<file path="config.mk">
export PLATFORM = sky130hd
export DESIGN_NAME = axis_cmult_arb
export DESIGN_NICKNAME = d
export VERILOG_FILES = /design/src/rtl/axis_cmult_arb.sv
export SDC_FILE = /design/constraint.sdc
export NUM_CORES = 1
export LEC_CHECK = 0
export CAP_MARGIN = 20
export CORE_MARGIN = 2
export CORE_UTILIZATION = 30
export DETAILED_ROUTE_END_ITERATION = 10
export HOLD_SLACK_MARGIN = 0.12
export PLACE_DENSITY = 0.56
export SKIP_CTS_REPAIR_TIMING = 1
export SYNTH_ARGS = -nofsm -noshare
export SYNTH_HDL_FRONTEND = slang
export SYNTH_SLANG_ARGS = --single-unit
</file>
<file path="constraint.sdc">
create_clock -name aclk -period 9.74 [get_ports aclk]
set_input_delay 2.922 -clock aclk [delete_from_list [all_inputs] [get_ports aclk]]
set_output_delay 2.922 -clock aclk [all_outputs]
set_load 0.01 [all_outputs]
</file>
<file path="src/rtl/axis_cmult_arb.sv">
// Round-robin, packet-granular arbiter feeding one shared complex multiplier from NUM_CH AXI-stream sources.
// Optional macro AXIS_CMULT_ARB_TRUNC_EN: force end-of-packet after MAX_BEATS beats and pulse err_trunc.
module axis_cmult_arb #(
  parameter int unsigned NUM_CH     = 4,
  parameter int unsigned DATA_WIDTH = 32,
  parameter int unsigned MAX_BEATS  = 256
) (
  input  logic                           aclk,
  input  logic                           areset,
  input  logic [NUM_CH*DATA_WIDTH-1:0]   s_axis_tdata,
  input  logic [NUM_CH-1:0]              s_axis_tvalid,
  output logic [NUM_CH-1:0]              s_axis_tready,
  input  logic [NUM_CH-1:0]              s_axis_tlast,
  input  logic [NUM_CH*DATA_WIDTH-1:0]   coef,
  output logic [DATA_WIDTH-1:0]          m_axis_tdata,
  output logic [DATA_WIDTH-1:0]          m_axis_coef,
  output logic [$clog2(NUM_CH)-1:0]      m_axis_tid,
  output logic                           m_axis_tvalid,
  input  logic                           m_axis_tready,
  output logic                           m_axis_tlast,
  output logic [NUM_CH-1:0]              grant,
  output logic                           err_trunc
);

  localparam int unsigned CH_W = $clog2(NUM_CH);

  if (NUM_CH < 2 || NUM_CH > 8 || MAX_BEATS < 2) begin : g_param_check
    $error("axis_cmult_arb: unsupported parameter values");
  end

  typedef enum logic {IDLE, PASS} state_t;

  typedef struct packed {
    logic                  last;
    logic [CH_W-1:0]       tid;
    logic [DATA_WIDTH-1:0] coef;
    logic [DATA_WIDTH-1:0] data;
  } beat_t;

  state_t                state_q, state_n;
  logic [CH_W-1:0]       ptr_q, ptr_n;
  logic [CH_W-1:0]       tid_q, tid_n;
  logic [NUM_CH-1:0]     grant_q, grant_n;
  logic [NUM_CH-1:0]     tready_q, tready_n;
  logic [DATA_WIDTH-1:0] coef_q, coef_n;
  beat_t                 out_q, out_n, sk_q, sk_n;
  logic                  out_vld_q, out_vld_n, sk_vld_q, sk_vld_n;
  logic                  err_q, err_n;

  logic                  accept_c;
  logic                  trunc_hit_c;
  logic                  pop_c;
  beat_t                 in_beat_c;
  logic                  found_c;
  logic [CH_W-1:0]       win_c;

`ifdef AXIS_CMULT_ARB_TRUNC_EN
  localparam int unsigned CNT_W = $clog2(MAX_BEATS + 1);
  logic [CNT_W-1:0] cnt_q, cnt_n;

  // Beat MAX_BEATS of a packet without its own tlast is forced to end the packet
  assign trunc_hit_c = (cnt_q == CNT_W'(MAX_BEATS - 1)) && !s_axis_tlast[tid_q];

  always_ff @(posedge aclk or posedge areset) begin
    if (areset) cnt_q <= '0;
    else        cnt_q <= cnt_n;
  end
`else
  assign trunc_hit_c = 1'b0;
`endif

  assign accept_c  = (state_q == PASS) && s_axis_tvalid[tid_q] && tready_q[tid_q];
  assign pop_c     = out_vld_q && m_axis_tready;
  assign in_beat_c = '{last: s_axis_tlast[tid_q] | trunc_hit_c,
                       tid:  tid_q,
                       coef: coef_q,
                       data: s_axis_tdata[tid_q*DATA_WIDTH +: DATA_WIDTH]};

  // Round-robin search starting at ptr
  always_comb begin
    int unsigned idx;
    logic [CH_W-1:0] idx_w;
    found_c = 1'b0;
    win_c   = '0;
    for (int unsigned i = 0; i < NUM_CH; i++) begin
      idx   = (32'(ptr_q) + i) % NUM_CH;
      idx_w = CH_W'(idx);
      if (!found_c && s_axis_tvalid[idx_w]) begin
        found_c = 1'b1;
        win_c   = idx_w;
      end
    end
  end

  // Two-entry skid: output register plus one spill register
  always_comb begin
    out_n     = out_q;
    out_vld_n = out_vld_q;
    sk_n      = sk_q;
    sk_vld_n  = sk_vld_q;
    if (!out_vld_q || pop_c) begin
      if (sk_vld_q) begin
        out_n     = sk_q;
        out_vld_n = 1'b1;
        sk_vld_n  = accept_c;
        if (accept_c) sk_n = in_beat_c;
      end else begin
        out_vld_n = accept_c;
        if (accept_c) out_n = in_beat_c;
      end
    end else if (accept_c) begin
      sk_vld_n = 1'b1;
      sk_n     = in_beat_c;
    end
  end

  // Next-state and registered-output logic; tready only offered while the spill slot is free
  always_comb begin
    state_n  = state_q;
    ptr_n    = ptr_q;
    tid_n    = tid_q;
    grant_n  = grant_q;
    coef_n   = coef_q;
    tready_n = '0;
    err_n    = 1'b0;
`ifdef AXIS_CMULT_ARB_TRUNC_EN
    cnt_n    = cnt_q;
`endif
    unique case (state_q)
      IDLE: begin
        if (found_c) begin
          state_n = PASS;
          tid_n   = win_c;
          grant_n = NUM_CH'(1) << win_c;
          coef_n  = coef[win_c*DATA_WIDTH +: DATA_WIDTH];
          if (!sk_vld_n) tready_n = NUM_CH'(1) << win_c;
`ifdef AXIS_CMULT_ARB_TRUNC_EN
          cnt_n   = '0;
`endif
        end
      end
      PASS: begin
        if (accept_c && in_beat_c.last) begin
          state_n = IDLE;
          grant_n = '0;
          ptr_n   = (tid_q == CH_W'(NUM_CH - 1)) ? '0 : tid_q + 1'b1;
          err_n   = trunc_hit_c;
        end else begin
          if (!sk_vld_n) tready_n = grant_q;
`ifdef AXIS_CMULT_ARB_TRUNC_EN
          if (accept_c) cnt_n = cnt_q + 1'b1;
`endif
        end
      end
      default: state_n = IDLE;
    endcase
  end

  always_ff @(posedge aclk or posedge areset) begin
    if (areset) begin
      state_q   <= IDLE;
      ptr_q     <= '0;
      tid_q     <= '0;
      grant_q   <= '0;
      tready_q  <= '0;
      coef_q    <= '0;
      out_q     <= '0;
      out_vld_q <= 1'b0;
      sk_q      <= '0;
      sk_vld_q  <= 1'b0;
      err_q     <= 1'b0;
    end else begin
      state_q   <= state_n;
      ptr_q     <= ptr_n;
      tid_q     <= tid_n;
      grant_q   <= grant_n;
      tready_q  <= tready_n;
      coef_q    <= coef_n;
      out_q     <= out_n;
      out_vld_q <= out_vld_n;
      sk_q      <= sk_n;
      sk_vld_q  <= sk_vld_n;
      err_q     <= err_n;
    end
  end

  assign s_axis_tready = tready_q;
  assign grant         = grant_q;
  assign err_trunc     = err_q;
  assign m_axis_tvalid = out_vld_q;
  assign m_axis_tdata  = out_q.data;
  assign m_axis_coef   = out_q.coef;
  assign m_axis_tid    = out_q.tid;
  assign m_axis_tlast  = out_q.last;

endmodule
</file>
* After elaboration in Yosys (flattened, before gate mapping) *
Index checks and enable logic that the tools add are counted.

operators by class
  $lt $le $gt $ge = 5
  mux-type cells = 43
  add/sub/neg operators = 4
  reduce and logical (&&, ||, !) cells = 17
  eq/ne operators = 4
  shift operators = 3
  bitwise operators = 1

operator list
  kind                                                   count
  2-to-1 mux 67 bit                                      5
  variable part select 128 x 8 -> 32 bit                 2
  2-to-1 mux 4 bit                                       6
  2-to-1 mux 1 bit                                       17
  one-hot mux 4 bit (2 select lines)                     2
  < comparator 2 x 3 -> 1 bit, second input constant     5
  binary-select mux 1 bit (select 2 bit)                 7
  2-to-1 mux 2 bit                                       5
  AND reduction 2 bit                                    4
  logical AND 1 bit                                      7
  adder 2 x 1 -> 2 bit, second input constant            2
  adder 2 bit, second input constant                     2
  logical NOT 1 bit                                      4
  inequality test 2 bit, second input constant           2
  left shift 1 x 2 -> 4 bit, first input constant        1
  equality test 2 bit, second input constant             1
  inequality test 2 x 1 -> 1 bit, second input constant  1
  one-hot mux 1 bit (2 select lines)                     1
  nonzero test 2 bit                                     1
  logical OR 1 bit                                       1
  inverter 1 bit                                         1

word-level totals
  input port bits = 267
  output and inout port bits = 77
  logic and storage cells = 93
  flip-flop bits (word level) = 181

* Longest topological paths before layout *
Gate-level depths: netlist (run 1).

  depth after elaboration = 16
  depth in mapped cells = 8
  depth with buffers taken out = 5

* Least setup slack after synthesis (run 1) *
OpenSTA, ideal clock, no wires.

  path kind = input-to-reg
  from = input s_axis_tvalid[2]
  to = register sk_q[32] (netlist bit)
  data required time = 9,613 ps
  path slack = 5,112 ps
  library setup time = 127 ps
  buffers on the path = 3
  data arrival time = 4,501 ps
  cell stages on the path = 8
  cell sequence = buf_2 > and2_0 > mux4_2 > nand2_1 > or2_1 > buf_2 > buf_4 > mux2_1

on the way
  longest elaborated chain between the ends = 7

RTL lines
  what                                        line  text
  start, declared                             11    input logic [NUM_CH-1:0] s_axis_tvalid,
  binary-select mux 1 bit (select 2 bit) (*)  72    assign accept_c = (state_q == PASS) && s_axis_tvalid[tid_q] && tready_q[tid_q];
  2-to-1 mux 1 bit (not written as such) (*)  72
  logical AND 1 bit (*) (2 in a row)          72
  2-to-1 mux 67 bit (*)                       -
  2-to-1 mux 67 bit                           -
  2-to-1 mux 67 bit (*)                       -
  end signal, assigned                        181   sk_q <= sk_n;
  end, declared                               46    beat_t out_q, out_n, sk_q, sk_n;

Every way passes the cells marked *; elsewhere a longest branch is shown, timed or not. The select of a mux whose other input is x is not followed.
A chain may end at the register's enable or synchronous reset.

* Worst setup path after layout (run 1) *
  from = input s_axis_tvalid[0]
  to = register sk_q[16] (netlist bit)

Same word-level chain as after synthesis.

==> metrics, run 1 <==
Post-synth EDFFs 0; RSZ-0062 raised after global routing no; cts bufs inserted 17; Max FO, Critical Path 33; #FFs+latches synth 181; Critical Path Max Stage Delay 730 ps; Syn Std Cell Area 0.00915 mm2; Cells after Synth 769; Die Area 0.0319 mm2; CTS tree done; Synth area leader dfrtp_1; Clock Sinks 181; Finished Layout Cells 1486; Critical Path Source s_axis_tvalid[0]; die width around 180 um; CP required 10040 ps; Max Root-Sink Buffers 2; port bufs 342; synth cell count leaders dfrtp_1, nor2_1, a21oi_1; total grt overflow 0; PwrDens 259 mW/mm2; post-layout min period 5470 ps; final worst-path cycle share between 50% and 60%; Worst Setup Path Type primary input to flip-flop; Initial Util a little under a third; final count of hold timing violations 0; max_slew headroom 29.1%; Yosys top cell area share roughly half; Via Count 7166; synthesis-to-finish area growth 47.5%; reg2reg start sk_vld_q$_DFF_PP0_; Max Slew Vio Count 0; row count 63; core area between 0.02 and 0.03 mm2; post-route clock skew 12.1 ps; peak supply drop about 0.12 mV; Final GP Congestion 0.752; root buffer cell clkbuf_16; H-tree depth 4; status completed; 1st-iter DRT viols 367; Hold Startpoint sk_q[63]$_DFFE_PP0P_; synth unique cells 41; Synth area leaders dfrtp_1, mux2i_1, mux4_2; Nets 1350; vias in the first global route roughly 7400; endpoint class of the critical path flip-flop; clk_lat worst skew 430 ps; routed wire length 28.0 mm; sequential area share after synthesis ~49%; fmax 183 MHz; initial antenna violation count 1; DRC Markers 0; share of cells above drive strength 1 15.1%; post-DR wirelength/cell 18.8 um; top_reg_cell synth dfrtp_1; worst hold path class flip-flop to flip-flop; syn nets just over 1000; max cap viols 0; CP max-delay cell clkdlybuf4s50_1; Leak Pwr approximately 0.0056 uW; largest net degree at the start of global routing 108; final setup fails 0; Least-Margin Pin Slew 1060 ps; Fin Setup TNS 0 ps; placed instance count between 1000 and 1500; overall die height roughly 180 um; Vias/cell a little under 5; Ports 344; drt pass-1 iters 4; worst-path cell chain clkdlybuf4s50_1, and2_1, mux4_2, nand2_1, nor2_4, buf_4, mux2_2; antenna viol nets, final 0; syn avg cell area approximately 12 um2; Yosys warning count 0; clock transition at the registers of the reported paths 70 ps; hpwl dp 19.7 mm; Critical Path Source Type primary input; crit path DAT 5770 ps; count leader, synth dfrtp_1; global-route wire length before repair 42.3 mm; GRT Util Overall 17.4%; Post-synth ARST share 100%
==> flip-flops by register name, indices dropped and copies added, names as in the netlist <==
register       flops
ptr_q              2
m_axis_tdata      32
m_axis_tlast       1
state_q            1
m_axis_tvalid      1
sk_vld_q           1
coef_q            32
s_axis_tready      4
m_axis_tid         2
grant              4
m_axis_coef       32
sk_q              67
tid_q              2
==> area by class of cell <==
type	count	area, um2
diodes	2	5.00
repair buffers	355	3520
inverters	6	30.0
clock inverters	13	121
multi-input cells	521	4360
flip-flops and latches	181	4530
clock buffers	18	439
well taps	390	488
fillers	2815	16400
==> metal layers <==
layer | track usage [%] | routed length (um)
met5 | 0 | 0
met4 | 3.12 | 229
met3 | 4.50 | 1920
met2 | 31.0 | 14300
met1 | 21.3 | 11500
==> kinds of logic (layout without fill, tap and decap cells) <==
logic type,Yosys count,count (layout),share of synthesized area (%)
mux,202,202,28.7
flops,181,181,49.5
simple gates,160,160,7.00
compound gates,157,157,11.1
buf+inv,67,392,3.51
fa+ha+maj,1,1,0.137
other cells,1,3,0.0410
==> layout by cell type, fill, tap and decap left out, types with 3 or more instances in the layout <==
master           instances
a221oi_1                24
inv_8                    4
inv_6                    3
dfrtp_1                178
buf_4                   13
a221o_1                 10
mux2_4                  18
nand3_1                  4
mux2_1                  16
mux4_2                  34
o21ai_0                  3
nor2_1                 104
mux2_2                  55
clkbuf_16               17
mux2i_1                 79
nand2_1                 38
a21oi_1                 95
inv_1                    4
o22a_1                  10
dfrtp_2                  3
clkdlybuf4s50_1        342
clkinvlp_4               3
==> worst max-delay path: cells and delay by family <==
kind	cells	cell delay, ps
buffers and inverters	2	1260
AND/OR/NAND/NOR	3	850
multiplexers	2	690
==> worst paths after layout <==
check / slack (ps) / cells past startpoint / to
worst max-delay path: 4270 / 7 / sk_q[16]$_DFFE_PP0P_
worst min-delay path: 490 / 1 / sk_q[63]$_DFFE_PP0P_
worst max register to register: 6800 / 5 / m_axis_coef[14]$_DFFE_PP0P_
worst min register to register: 490 / 1 / sk_q[63]$_DFFE_PP0P_
max in group asynchronous: 5200 / 3 / coef_q[10]$_DFFE_PP0P_
min in group asynchronous: 3000 / 2 / m_axis_tdata[1]$_DFFE_PP0P_
==> where the power goes <==
| group | leakage (uW) | internal, uW | total, uW | switching [uW] |
|---|---|---|---|---|
| Combinational | 0.00320 | 823 | 1550 | 724 |
| Sequential | 0.00214 | 1080 | 1290 | 206 |
| Clock | 0.000268 | 343 | 663 | 321 |
==> metrics by stage <==
step | area (um2) | hold slack (ps) | setup WS, ps | power, uW | util [%]
after floorplan | 9150 | 455 | 1900 | 2190 | -
after global placement | 12900 | 474 | 3850 | 2860 | 43.3
after detailed placement | 12900 | 481 | 3840 | 2880 | 43.3
after CTS | 13500 | 496 | 4280 | 3560 | 45.2
after global routing | 13500 | 521 | 3990 | 3760 | 45.2
final | 13500 | 495 | 4270 | 3500 | 45.2
Power figures use the tool's default switching activity.
==> run 2: changes to the inputs <==
==> constraint.sdc (replaced) <==
create_clock -name aclk -period 5.5 [get_ports aclk]
set_input_delay 1.65 -clock aclk [delete_from_list [all_inputs] [get_ports aclk]]
set_output_delay 1.65 -clock aclk [all_outputs]
set_load 0.01 [all_outputs]
==> run 2 against run 1 <==
Against the previous run:
- clock skew rose by 6.0 ps
- design area up 0.99%
- sequential share of layout area decreased by 0.33 points
- cell count grew 0.40%
- clock-buffer cell count unchanged
- critical endpoint is now m_axis_coef[25]$_DFFE_PP0P_
==> metrics, run 2 (same netlist as run 1, synthesis figures left out) <==
status completed (unchanged); dpl ws 883 ps (was 3840 ps); clock group share of total power 20.2% (was 19.0%); Nets 1357 (was 1350); H-tree depth 4 (unchanged); Max Slew Vio Count 0 (unchanged); clk_lat worst skew 430 ps (about the same); clock transition at the registers of the reported paths 70 ps (about the same); hpwl dp 20.0 mm (was 19.7 mm); worst hold path class flip-flop to flip-flop (unchanged); Worst Setup Path Type primary input to flip-flop (unchanged); worst-path cell chain clkdlybuf4s50_1, and2_1, mux4_2, o2bb2ai_4, buf_4, buf_4, nor2_1, a21oi_1 (was clkdlybuf4s50_1, and2_1, mux4_2, nand2_1, nor2_4, buf_4, mux2_2); final worst-path cycle share 76.0%; Max FO, Critical Path 81 (was 33); cts bufs inserted 17 (unchanged); overall die height 179 um (unchanged); post-route clock skew 18.0 ps (was 12.1 ps); routed wire length 28.0 mm (about the same); Pint 4110 uW (was 2250 uW); Die Area 0.0319 mm2 (unchanged); Critical Path Source Type primary input (unchanged); final worst slack 1320 ps (was 4270 ps); Fin Setup TNS 0 ps (unchanged); largest net degree at the start of global routing 106 (was 108); Most Frequent Cell on Critical Path buf_4; Critical Path Max Stage Delay 740 ps (was 730 ps); Final GP Congestion 0.815 (was 0.752); max reg flops 67 (unchanged); GRT Util Overall 17.2% (was 17.4%); Leak Pwr 0.00568 uW (was 0.00560 uW); commonest non-fill, non-tap cells in the layout clkdlybuf4s50_1, dfrtp_1, nor2_1 (unchanged); Ports 344 (unchanged); PwrDens 464 mW/mm2 (was 259 mW/mm2); endpoint class of the critical path flip-flop (unchanged); fill cell count 2764 (was 2815); CP max-delay cell clkdlybuf4s50_1 (unchanged); Least-Margin Pin Slew 837 ps (was 1060 ps); final setup fails 0 (unchanged); global-route wire length before repair 41.6 mm (was 42.3 mm); Clock Sinks 181 (unchanged); root buffer cell clkbuf_16 (unchanged); part of the power in combinational logic 43.8% (was 44.2%); largest register by flop count sk_q (unchanged); CP required 5850 ps (was 10040 ps); die width 179 um (unchanged); placed instance area 0.0130 mm2 (was 0.0129 mm2); sw frac 35.1% (was 35.7%); final count of hold timing violations 0 (unchanged); initial antenna violation count 1 (unchanged); Seq pwr share 36.0% (was 36.8%); Sw Pwr 2220 uW (was 1250 uW); Max Root-Sink Buffers 2 (unchanged); DRC Markers 0 (unchanged); core area 0.0299 mm2 (unchanged); antenna viol nets, final 0 (unchanged); Final Core Density 45.6% (was 45.2%); post-layout min period 4180 ps; most common cell after layout, fill and taps aside clkdlybuf4s50_1 (unchanged); cell area after layout 0.0136 mm2 (was 0.0135 mm2); peak supply drop 0.271 mV (was 0.124 mV); row count 63 (unchanged); crit path DAT 4530 ps (was 5770 ps); RSZ-0062 raised after global routing no (unchanged); drt pass-1 iters 4 (unchanged); post-DR wirelength/cell 18.8 um (about the same); vias in the first global route 7351 (was 7352); share of cells above drive strength 1 15.7% (was 15.1%); Via Count 7229 (was 7166); 1st-iter DRT viols 380 (was 367); synthesis-to-finish area growth 48.9% (was 47.5%); fmax 239 MHz; port bufs 342 (unchanged); max cap viols 0 (unchanged); Vias/cell 4.85 (was 4.82); CTS tree done (unchanged); total grt overflow 0 (unchanged); Initial Util 30.6% (unchanged); Antenna Cells 0 (was 2); max_slew headroom 44.2% (was 29.1%)
[run 2: cell count changes in the layout (fill, tap and decap cells not counted)]
| cell | change |
|---|---|
| diode_2 | -2 |
| clkinv_4 | -1 |
| clkinvlp_4 | -2 |
| buf_4 | +5 |
| buf_12 | +1 |
| bufinv_16 | +2 |
| inv_6 | +2 |
| buf_16 | +1 |
[run 2: cell type report]
cell class | instances | area [um2] | share of cell area (%)
Clock buffer | 18 | 439 | 3.22
Clock inverter | 14 | 179 | 1.31
Inverter | 6 | 26.3 | 0.193
Multi-Input combinational cell | 521 | 4360 | 32.0
Sequential cell | 181 | 4530 | 33.2
Tap cell | 390 | 488 | 3.58
Timing Repair Buffer | 362 | 3610 | 26.4
[run 2: final timing paths]
path / start / end / slack (ps) / depth (start not counted)
setup / recovery: s_axis_tvalid[0] / m_axis_coef[25]$_DFFE_PP0P_ / 1320 / 8
min in group asynchronous: areset / m_axis_tdata[10]$_DFFE_PP0P_ / 1440 / 2
max in group asynchronous: areset / sk_q[32]$_DFFE_PP0P_ / 2830 / 4
hold / removal: sk_q[34]$_DFFE_PP0P_ / sk_q[34]$_DFFE_PP0P_ / 500 / 1
hold reg to reg: sk_q[34]$_DFFE_PP0P_ / sk_q[34]$_DFFE_PP0P_ / 500 / 1
setup reg to reg: tid_q[0]$_DFFE_PP0P_ / s_axis_tready[0]$_DFF_PP0_ / 2860 / 5
[run 2: worst max-delay path: cells and delay by family]
| family | cells | cell delay (ps) |
|---|---|---|
| and+or+nand+nor | 2 | 280 |
| muxes | 1 | 290 |
| AOI/OAI and AO/OA | 2 | 270 |
| buffers and inverters | 3 | 2000 |
[run 2: per-stage QoR]
| step | hold slack [ps] | total power (uW) | cells |
|---|---|---|---|
| 2_1_floorplan | 455 | 3880 | 769 |
| 3_3_place_gp | 473 | 5080 | 1459 |
| 3_5_place_dp | 482 | 5120 | 1459 |
| 4_1_cts | 499 | 6430 | 1491 |
| 5_1_grt | 506 | 6780 | 1492 |
| 6_report | 496 | 6330 | 1492 |
[run 2: routing by layer]
layer	GRT usage [%]	vias to the layer above	routed length, um
met5	0	-	13
li1	-	3471	-
met2	30.5	219	14200
met3	4.45	16	2020
met4	3.86	2	209
met1	20.9	3521	11500
[run 2: power by group through the flow]
stage / registers, uW / clock network [uW] / logic [uW]
after floorplan: 2320 / 0 / 1570
after global placement: 2300 / 0 / 2780
after detailed placement: 2310 / 0 / 2810
after CTS: 2290 / 1320 / 2820
after global routing: 2360 / 1370 / 3050
final: 2280 / 1280 / 2770
==> run 3: changes to the inputs <==
--- a/config.mk
+++ b/config.mk
@@ -10,7 +10,7 @@
 export CORE_UTILIZATION = 30
 export DETAILED_ROUTE_END_ITERATION = 10
 export HOLD_SLACK_MARGIN = 0.12
-export PLACE_DENSITY = 0.56
+export PLACE_DENSITY = 0.58
 export SKIP_CTS_REPAIR_TIMING = 1
 export SYNTH_ARGS = -nofsm -noshare
 export SYNTH_HDL_FRONTEND = slang
==> constraint.sdc (replaced) <==
create_clock -name aclk -period 3.47 [get_ports aclk]
set_input_delay 1.041 -clock aclk [delete_from_list [all_inputs] [get_ports aclk]]
set_output_delay 1.041 -clock aclk [all_outputs]
set_load 0.01 [all_outputs]
==> run 3 against run 2 <==
Against the previous run:
- first-iteration DRC count fell by 11%
- non-clock buffer count rose by 11
- hold slack got worse by 6.0 ps
- largest cell class unchanged
- largest power group unchanged
==> metrics, run 3 (same netlist as run 1, synthesis figures left out) <==
Top Layer Used met4 (was met5); GRT Util Overall 17.7% (was 17.2%); DRC Markers 0 (unchanged); Final GP Congestion 0.766 (was 0.815); root buffer cell clkbuf_16 (unchanged); drt pass-1 iters 4 (unchanged); CTS tree done (unchanged); Ports 344 (unchanged); clock group share of total power 18.6% (was 20.2%); global-route wire length before repair 42.8 mm (was 41.6 mm); final worst slack 658 ps (was 1320 ps); Fin Setup TNS 0 ps (unchanged); Critical Path Source Type primary input (unchanged); Seq pwr share 37.2% (was 36.0%); total design power 9940 uW (was 6330 uW); Die Area 0.0319 mm2 (unchanged); Via Count 7297 (was 7229); met1 wire length 11.8 mm (was 11.5 mm); endpoint class of the critical path flip-flop (unchanged); hpwl dp 20.8 mm (was 20.0 mm); DR WL met2 14.4 mm (was 14.2 mm); peak supply drop 0.386 mV (was 0.271 mV); part of the power in combinational logic 44.1% (was 43.8%); Clock Sinks 181 (unchanged); H-tree depth 4 (unchanged); vias in the first global route 7340 (was 7351); fmax 356 MHz; row count 63 (unchanged); Worst Setup Path Type primary input to flip-flop (unchanged); synthesis-to-finish area growth 50.0% (was 48.9%); PwrDens 724 mW/mm2 (was 464 mW/mm2); final count of hold timing violations 0 (unchanged); Least-Margin Pin Slew 728 ps (was 837 ps); total grt overflow 0 (unchanged); worst hold path class flip-flop to flip-flop (unchanged); Max Slew Vio Count 0 (unchanged); port bufs 342 (unchanged); overall die height 179 um (unchanged); initial antenna violation count 0 (was 1); largest register by flop count sk_q (unchanged); post-route clock skew 13.9 ps (was 18.0 ps); CP required 3770 ps (was 5850 ps); Vias/cell 4.85 (about the same); commonest non-fill, non-tap cells in the layout clkdlybuf4s50_1, dfrtp_1, nor2_1 (unchanged); cts bufs inserted 17 (unchanged); share of cells above drive strength 1 16.3% (was 15.7%); antenna viol nets, final 0 (unchanged); post-layout min period between 2000 and 3000 ps; max cap viols 0 (unchanged); clock transition at the registers of the reported paths 70 ps (about the same); die width 179 um (unchanged); RSZ-0062 raised after global routing no (unchanged); Max Root-Sink Buffers 2 (unchanged); final worst-path cycle share approximately four fifths; metal3 WL 2.01 mm (was 2.02 mm); largest net degree at the start of global routing 95 (was 106); Pint 6390 uW (was 4110 uW); Sw Pwr 3550 uW (was 2220 uW); status completed (unchanged); Max FO, Critical Path 19 (was 81); clk_lat worst skew 430 ps (about the same); core area 0.0299 mm2 (unchanged); routed wire length 28.6 mm (was 28.0 mm); Initial Util 30.6% (unchanged); Leak Pwr 0.00572 uW (was 0.00568 uW); dpl ws 236 ps (was 883 ps); max reg flops 67 (unchanged); 1st-iter DRT viols 337 (was 380); Nets 1368 (was 1357); most common cell after layout, fill and taps aside clkdlybuf4s50_1 (unchanged); crit path DAT 3110 ps (was 4530 ps); post-DR wirelength/cell 19.0 um (was 18.8 um); sw frac 35.7% (was 35.1%); max_slew headroom 51.5% (was 44.2%); final setup fails 0 (unchanged)
==> run 3: changes by cell type in the layout (fill, tap and decap cells not counted), sizes merged <==
cell and delta:
buf +11, clkbuf +2, bufinv -2, diode +1
inv -1, clkinvlp +1
==> run 3: per-stage QoR <==
stage               hold slack, ps  utilization (%)  instances  instance area (um2)
floorplan                      455                -        769                 9160
global placement               473             44.1       1471                13200
detailed placement             481             44.1       1471                13200
CTS                            497             45.9       1503                13700
finish                         490             46.0       1504                13700
global route                   512             45.9       1503                13700
==> run 3: area by class of cell <==
cell class	instances	area (um2)
Timing Repair Buffer	373	3770
Inverter	6	26.3
Multi-Input combinational cell	521	4360
Tap cell	390	488
Clock inverter	12	111
Sequential cell	181	4530
Antenna cell	1	2.50
Fill cell	2789	16100
Clock buffer	20	437
==> run 3: final timing paths <==
check / from / end / slack (ps) / cells after the start
setup / recovery: s_axis_tvalid[2] / sk_q[33]$_DFFE_PP0P_ / 660 / 7
hold / removal: sk_q[43]$_DFFE_PP0P_ / sk_q[43]$_DFFE_PP0P_ / 490 / 1
setup reg to reg: tid_q[0]$_DFFE_PP0P_ / sk_q[33]$_DFFE_PP0P_ / 1040 / 5
hold reg to reg: sk_q[43]$_DFFE_PP0P_ / sk_q[43]$_DFFE_PP0P_ / 490 / 1
max in group asynchronous: areset / m_axis_coef[7]$_DFFE_PP0P_ / 1820 / 3
min in group asynchronous: areset / m_axis_tdata[2]$_DFFE_PP0P_ / 950 / 2
==> run 3: worst max-delay path: stages <==
cell	delay (ps)
clkdlybuf4s50_1	450
and2_0	150
mux4_2	540
nand2_1	190
or2_1	190
buf_12	180
mux2_1	340
==> run 3: routing by layer <==
metal	GRT usage (%)	vias to the layer above
met2	31.5	215
met1	21.5	3572
li1	-	3490
met4	3.86	0
met3	4.64	20
met5	0	-
==> run 3: power by group through the flow <==
stage | clock, uW | sequential [uW] | combinational [uW]
after global routing | 2010 | 3850 | 4810
after detailed placement | 0 | 3760 | 4450
after floorplan | 0 | 3670 | 2480
after CTS | 1910 | 3720 | 4470
after global placement | 0 | 3720 | 4400
final | 1850 | 3700 | 4390
==> patch 1 (flow settings as in run 3) <==
The parameter `NUM_CH` goes from 4 to 8.
--- a/src/rtl/axis_cmult_arb.sv
+++ b/src/rtl/axis_cmult_arb.sv
@@ -1,7 +1,7 @@
 // Round-robin, packet-granular arbiter feeding one shared complex multiplier from NUM_CH AXI-stream sources.
 // Optional macro AXIS_CMULT_ARB_TRUNC_EN: force end-of-packet after MAX_BEATS beats and pulse err_trunc.
 module axis_cmult_arb #(
-  parameter int unsigned NUM_CH     = 4,
+  parameter int unsigned NUM_CH     = 8,
   parameter int unsigned DATA_WIDTH = 32,
   parameter int unsigned MAX_BEATS  = 256
 ) (
Interface: changed (7 resized); port bits go from 344 to 617. The function was not compared with the original's and may differ.
==> patch 1 against run 3 <==
The run now ends with negative setup slack left; sequential power up 3%; design area up 77%; routed wire length up 140%; synthesized area up 55%; maximum frequency down 20%; power rose to 3.3 times the old value; count of clock-buffer cells in the layout down 1; core utilization up 6.3 points; critical path depth up 6; setup slack worse by 0.68 ns; sequential cell count up 12; global-route usage up 8.4 points; combinational power rose to 6.2 times the old value; critical path type unchanged; critical endpoint is now coef_q[24].
==> patch 1: results (changes against run 3) <==
| Metric | Value |
|---|---|
| Outcome | `finished with violations` |
| Violated checks | `negative setup slack` |
| CP arrival | `3.85 ns (+0.74 ns)` |
| Detailed Route WL | `69,100 um (+140%)` |
| Hold path cells | `2 (+1)` |
| Reg2reg end | `coef_q[16]` |
| Largest net degree at the start of global routing | `99 (+4.2%)` |
| CP Max Fanout | `15 (-4)` |
| Hold Path Origin | `sk_q[67]` |
| Synthesized Nets | `1,861 (+79%)` |
| Number of antenna violations at the first check in global routing | `9 (+9)` |
| Final worst slack | `-0.0235 ns (-0.682 ns)` |
| Area contributors post-synth | `dfrtp_1 (34%), mux4_2 (12%), a221oi_1 (8.0%)` |
| Setup Total Neg Slack | `-0.0430 ns (-0.0430 ns)` |
| Yosys cell types | `61 (+49%)` |
| Worst r2r path cells | `15 (+10)` |
| RR Startpoint | `ptr_q[1]` |
| GRT Overall Usage | `26.1% (+8.4 points)` |
| Final setup violation count | `3 (+3)` |
| Initial DRC Count | `887 (+160%)` |
| Slew margin rel. | `29.6% (-22 points)` |
| Fillers | `4,141 (+48%)` |
| Post-DR vias/cell | `5.66 (+17%)` |
| Reg2Reg Setup Slack | `0 ns (-1.04 ns)` |
| Placed Instance Area | `21,900 um2 (+66%)` |
| Clk Latency, worst-skew pair | `0.45 ns (+0.02 ns)` |
| Skew final | `0.0171 ns (+0.00317 ns)` |
| Vias in the first global route | `14,900 (+100%)` |
| Synth cell count leaders | `dfrtp_1 (193), nand2_1 (151), a221oi_1 (129)` |
| P_int | `17.8 mW (+180%)` |
| Hold worst-path end | `sk_q[67]` |
==> patch 1: cell count changes in the layout (fill, tap and decap cells not counted), sizes merged, moves of 11 or more <==
cell	delta
clkdlybuf4s50	+265
buf	+144
nor4b	+128
nand2	+113
a221oi	+105
o21ai	+105
nor2	-60
a21oi	-59
mux4	+43
o221ai	+30
clkbuf	+18
dfrtp	+12
mux2	+11
==> patch 1: layout make-up <==
class / count / area [um2] / share of cell area, %
multi-input cells: 973 / 9880 / 40.6
repair buffers: 801 / 8220 / 33.8
flip-flops and latches: 193 / 4840 / 19.9
well taps: 607 / 759 / 3.12
clock buffers: 19 / 453 / 1.86
clock inverters: 13 / 118 / 0.484
inverters: 8 / 33.8 / 0.139
diodes: 6 / 15.0 / 0.0617
==> patch 1: worst max path at each step <==
stage                           startpoint         end  slack (ns)  cells past startpoint
after CTS                 s_axis_tvalid[2]   coef_q[3]       -0.46                     11
after detailed placement  s_axis_tvalid[2]   coef_q[3]       -0.91                     11
after global placement    s_axis_tvalid[2]   coef_q[3]       -0.95                     11
after global routing              ptr_q[1]  coef_q[16]       -0.12                     15
after floorplan                     areset   coef_q[0]       -0.06                      1
final                     s_axis_tvalid[1]  coef_q[24]       -0.02                     13
==> patch 1: through the flow <==
| stage | hold WS, ns | utilization [%] | instances |
|---|---|---|---|
| final | 0.482 | 52.2 | 2620 |
| after global routing | 0.508 | 52.2 | 2619 |
| after CTS | 0.487 | 48.3 | 2576 |
| after detailed placement | 0.470 | 47.0 | 2544 |
| after global placement | 0.462 | 47.0 | 2544 |
| after floorplan | 0.450 | - | 1326 |
==> patch 1: routing by layer <==
metal,vias up,wire length (um),track usage (%)
li1,6634,-,-
met1,7370,27000,31.0
met2,705,35100,48.0
met3,119,4480,5.22
met4,0,2460,6.75
met5,-,0,0
==> patch 1: cell families after synthesis <==
family | Yosys count | share of synthesized area, %
AO/OA/AOI/OAI | 345 | 19.0
flip-flops | 193 | 34.1
AND/OR/NAND/NOR | 360 | 14.7
other | 1 | 0.0265
XOR/XNOR | 3 | 0.239
multiplexers | 258 | 26.2
buffers and inverters | 161 | 5.31
adder cells (fa/ha/maj) | 5 | 0.424
==> patch 1: power groups by stage <==
stage          sequential [mW]  clock, mW  combinational [mW]
2_1_floorplan             3.74          0                12.6
3_3_place_gp              3.81          0                20.4
3_5_place_dp              3.83          0                20.8
4_1_cts                   3.79       1.99                20.9
5_1_grt                   3.90       2.10                28.7
6_report                  3.80       1.94                27.3
==> patch 1: worst max-delay path, cell delays in order <==
cell      delay [ns]
clkbuf_2        0.13
buf_4           0.15
mux4_2          0.55
mux2i_4         0.24
o311a_1         0.23
buf_4           0.12
a211oi_4        0.06
buf_12          0.17
buf_4           0.19
nor4b_1         0.43
a221oi_2        0.07
mux2_4          0.29
o221ai_2        0.15
==> patch 2 (flow settings as in run 3) <==
Made on the original files. The option `AXIS_CMULT_ARB_TRUNC_EN` is turned on by a define.
--- a/src/rtl/axis_cmult_arb.sv
+++ b/src/rtl/axis_cmult_arb.sv
@@ -1,5 +1,7 @@
 // Round-robin, packet-granular arbiter feeding one shared complex multiplier from NUM_CH AXI-stream sources.
 // Optional macro AXIS_CMULT_ARB_TRUNC_EN: force end-of-packet after MAX_BEATS beats and pulse err_trunc.
+`define AXIS_CMULT_ARB_TRUNC_EN
+
 module axis_cmult_arb #(
   parameter int unsigned NUM_CH     = 4,
   parameter int unsigned DATA_WIDTH = 32,
Formal check against the unedited RTL: no difference found for any inputs over 4 cycles, from zero or initial values and one cycle with areset high; that may be too few to reach the edited logic, so the function may still have changed.
==> patch 2 against run 3 <==
Setup slack worse by 0.13 ns; count of clock-buffer cells in the layout is 1 lower; routed wire length is 6.2% higher; synthesized area is 5.9% higher; global-route usage is 0.082 points higher; sequential cell count is 10 higher; sequential power is 3% higher; hold slack worse by 0.013 ns; design area is 4.8% higher; power is 3.7% higher; clock skew is 0.0013 ns higher.
==> patch 2: results (changes against run 3) <==
| Metric | Value |
|---|---|
| Yosys cell types | `45 (+9.8%)` |
| Synth Area in Compound Gates | `11.7% (+0.58 points)` |
| Vias in the first global route | `8,063 (+9.9%)` |
| Met2 usage | `29.9% (-1.6 points)` |
| DRT Pass-1 Iters | `6 (+2)` |
| Outcome | `finished clean` |
| Met2 WL | `14,500 um (+0.26%)` |
| Hold worst-path end | `cnt_q[7]` |
| Wire length on met1 | `13,200 um (+11%)` |
| Area contributors post-synth | `dfrtp_1 (49%), mux2i_1 (10%), mux4_2 (8.1%)` |
| Avg WL per Cell | `19.3 um (+1.4%)` |
| Syn_area_per_cell | `11.7 um2 (-2.0%)` |
| Skew final | `0.0152 ns (+0.00129 ns)` |
| Area of the multi-input gates | `4640 um2 (+6.3%)` |
| CP Max Fanout | `22 (+3)` |
| Lkg Pwr | `6.05 nW (+5.7%)` |
| I/O Buffers | `343 (+0.29%)` |
| Reg2Reg Setup Slack | `1.20 ns (+0.16 ns)` |
| Synthesized Nets | `1,101 (+6.2%)` |
| GRT Overall Usage | `17.8% (+0.082 points)` |
| CP arrival | `3.26 ns (+0.15 ns)` |
| Xor/xnor share of the synthesized area | `0.181% (+0.18 points)` |
| ANT cells | `0 (-1)` |
| Crit-path slowest cell | `a2111oi_0` |
| RR Startpoint | `ptr_q[1]` |
| Post-placement cell count | `1,543 (+4.9%)` |
| Initial DRC Count | `357 (+5.9%)` |
| Met3 WL post-DR | `2560 um (+27%)` |
| Hold Path Origin | `cnt_q[7]` |
| Worst setup startpoint | `s_axis_tvalid[0]` |
| Register area share after synthesis | `49.3% (-0.19 points)` |
| Non-clock buffer share of cell area | `26.6% (-0.88 points)` |
| Detailed Route WL | `30,300 um (+6.2%)` |
| CTS sink cnt | `191 (+5.5%)` |
| Tapcell Cnt | `402 (+3.1%)` |
| Worst-margin pin slew | `0.942 ns (+0.214 ns)` |
| First-pass GRT wire length | `46,200 um (+8.0%)` |
| Synth cell count leaders | `dfrtp_1 (191), nor2_1 (114), mux2i_1 (98)` |
| Via count | `7,958 (+9.1%)` |
| Hold WS | `0.477 ns (-0.0130 ns)` |
| Layout cell share with drive strength beyond 1 | `13.3% (-3.0 points)` |
| Final worst slack | `0.530 ns (-0.129 ns)` |
| Post-synthesis mux area share | `26.3% (-2.4 points)` |
| Finished Cell Area | `14,400 um2 (+4.8%)` |
| Cell family with most CP delay | `compound AO/OA/AOI/OAI gates` |
| Register area | `4780 um2 (+5.5%)` |
| Clk cell area share | `4.25% (+0.26 points)` |
| Met1 Usage GRT | `22.6% (+1.1 points)` |
| Max VDD drop | `422 uV (+9.3%)` |
| Met3 Use GR | `5.80% (+1.2 points)` |
==> patch 2: cell count changes after synthesis, moves of 18 or more <==
| cell | change |
|---|---|
| nand2_1 | -18 |
| mux2_4 | -18 |
| a211oi_1 | +32 |
| a221oi_1 | -24 |
| a2111oi_0 | +32 |
| mux2i_1 | +19 |
| a21oi_1 | -22 |
| and3_1 | +32 |
==> patch 2: power by group <==
part | leakage, nW | internal [mW] | switching [mW]
combinational | 3.46 | 2.35 | 2.09
clock | 0.300 | 1.12 | 0.951
sequential | 2.30 | 3.19 | 0.609
total | 6.05 | 6.66 | 3.65
==> patch 2: cell families (layout without fill, tap and decap cells) <==
logic type               after synthesis  in the layout
buffers and inverters                 74            416
AND/OR/NAND/NOR                      189            189
multiplexers                         202            202
XOR/XNOR                               2              2
flip-flops                           191            191
AO/OA/AOI/OAI                        170            170
adder cells (fa/ha/maj)                3              3
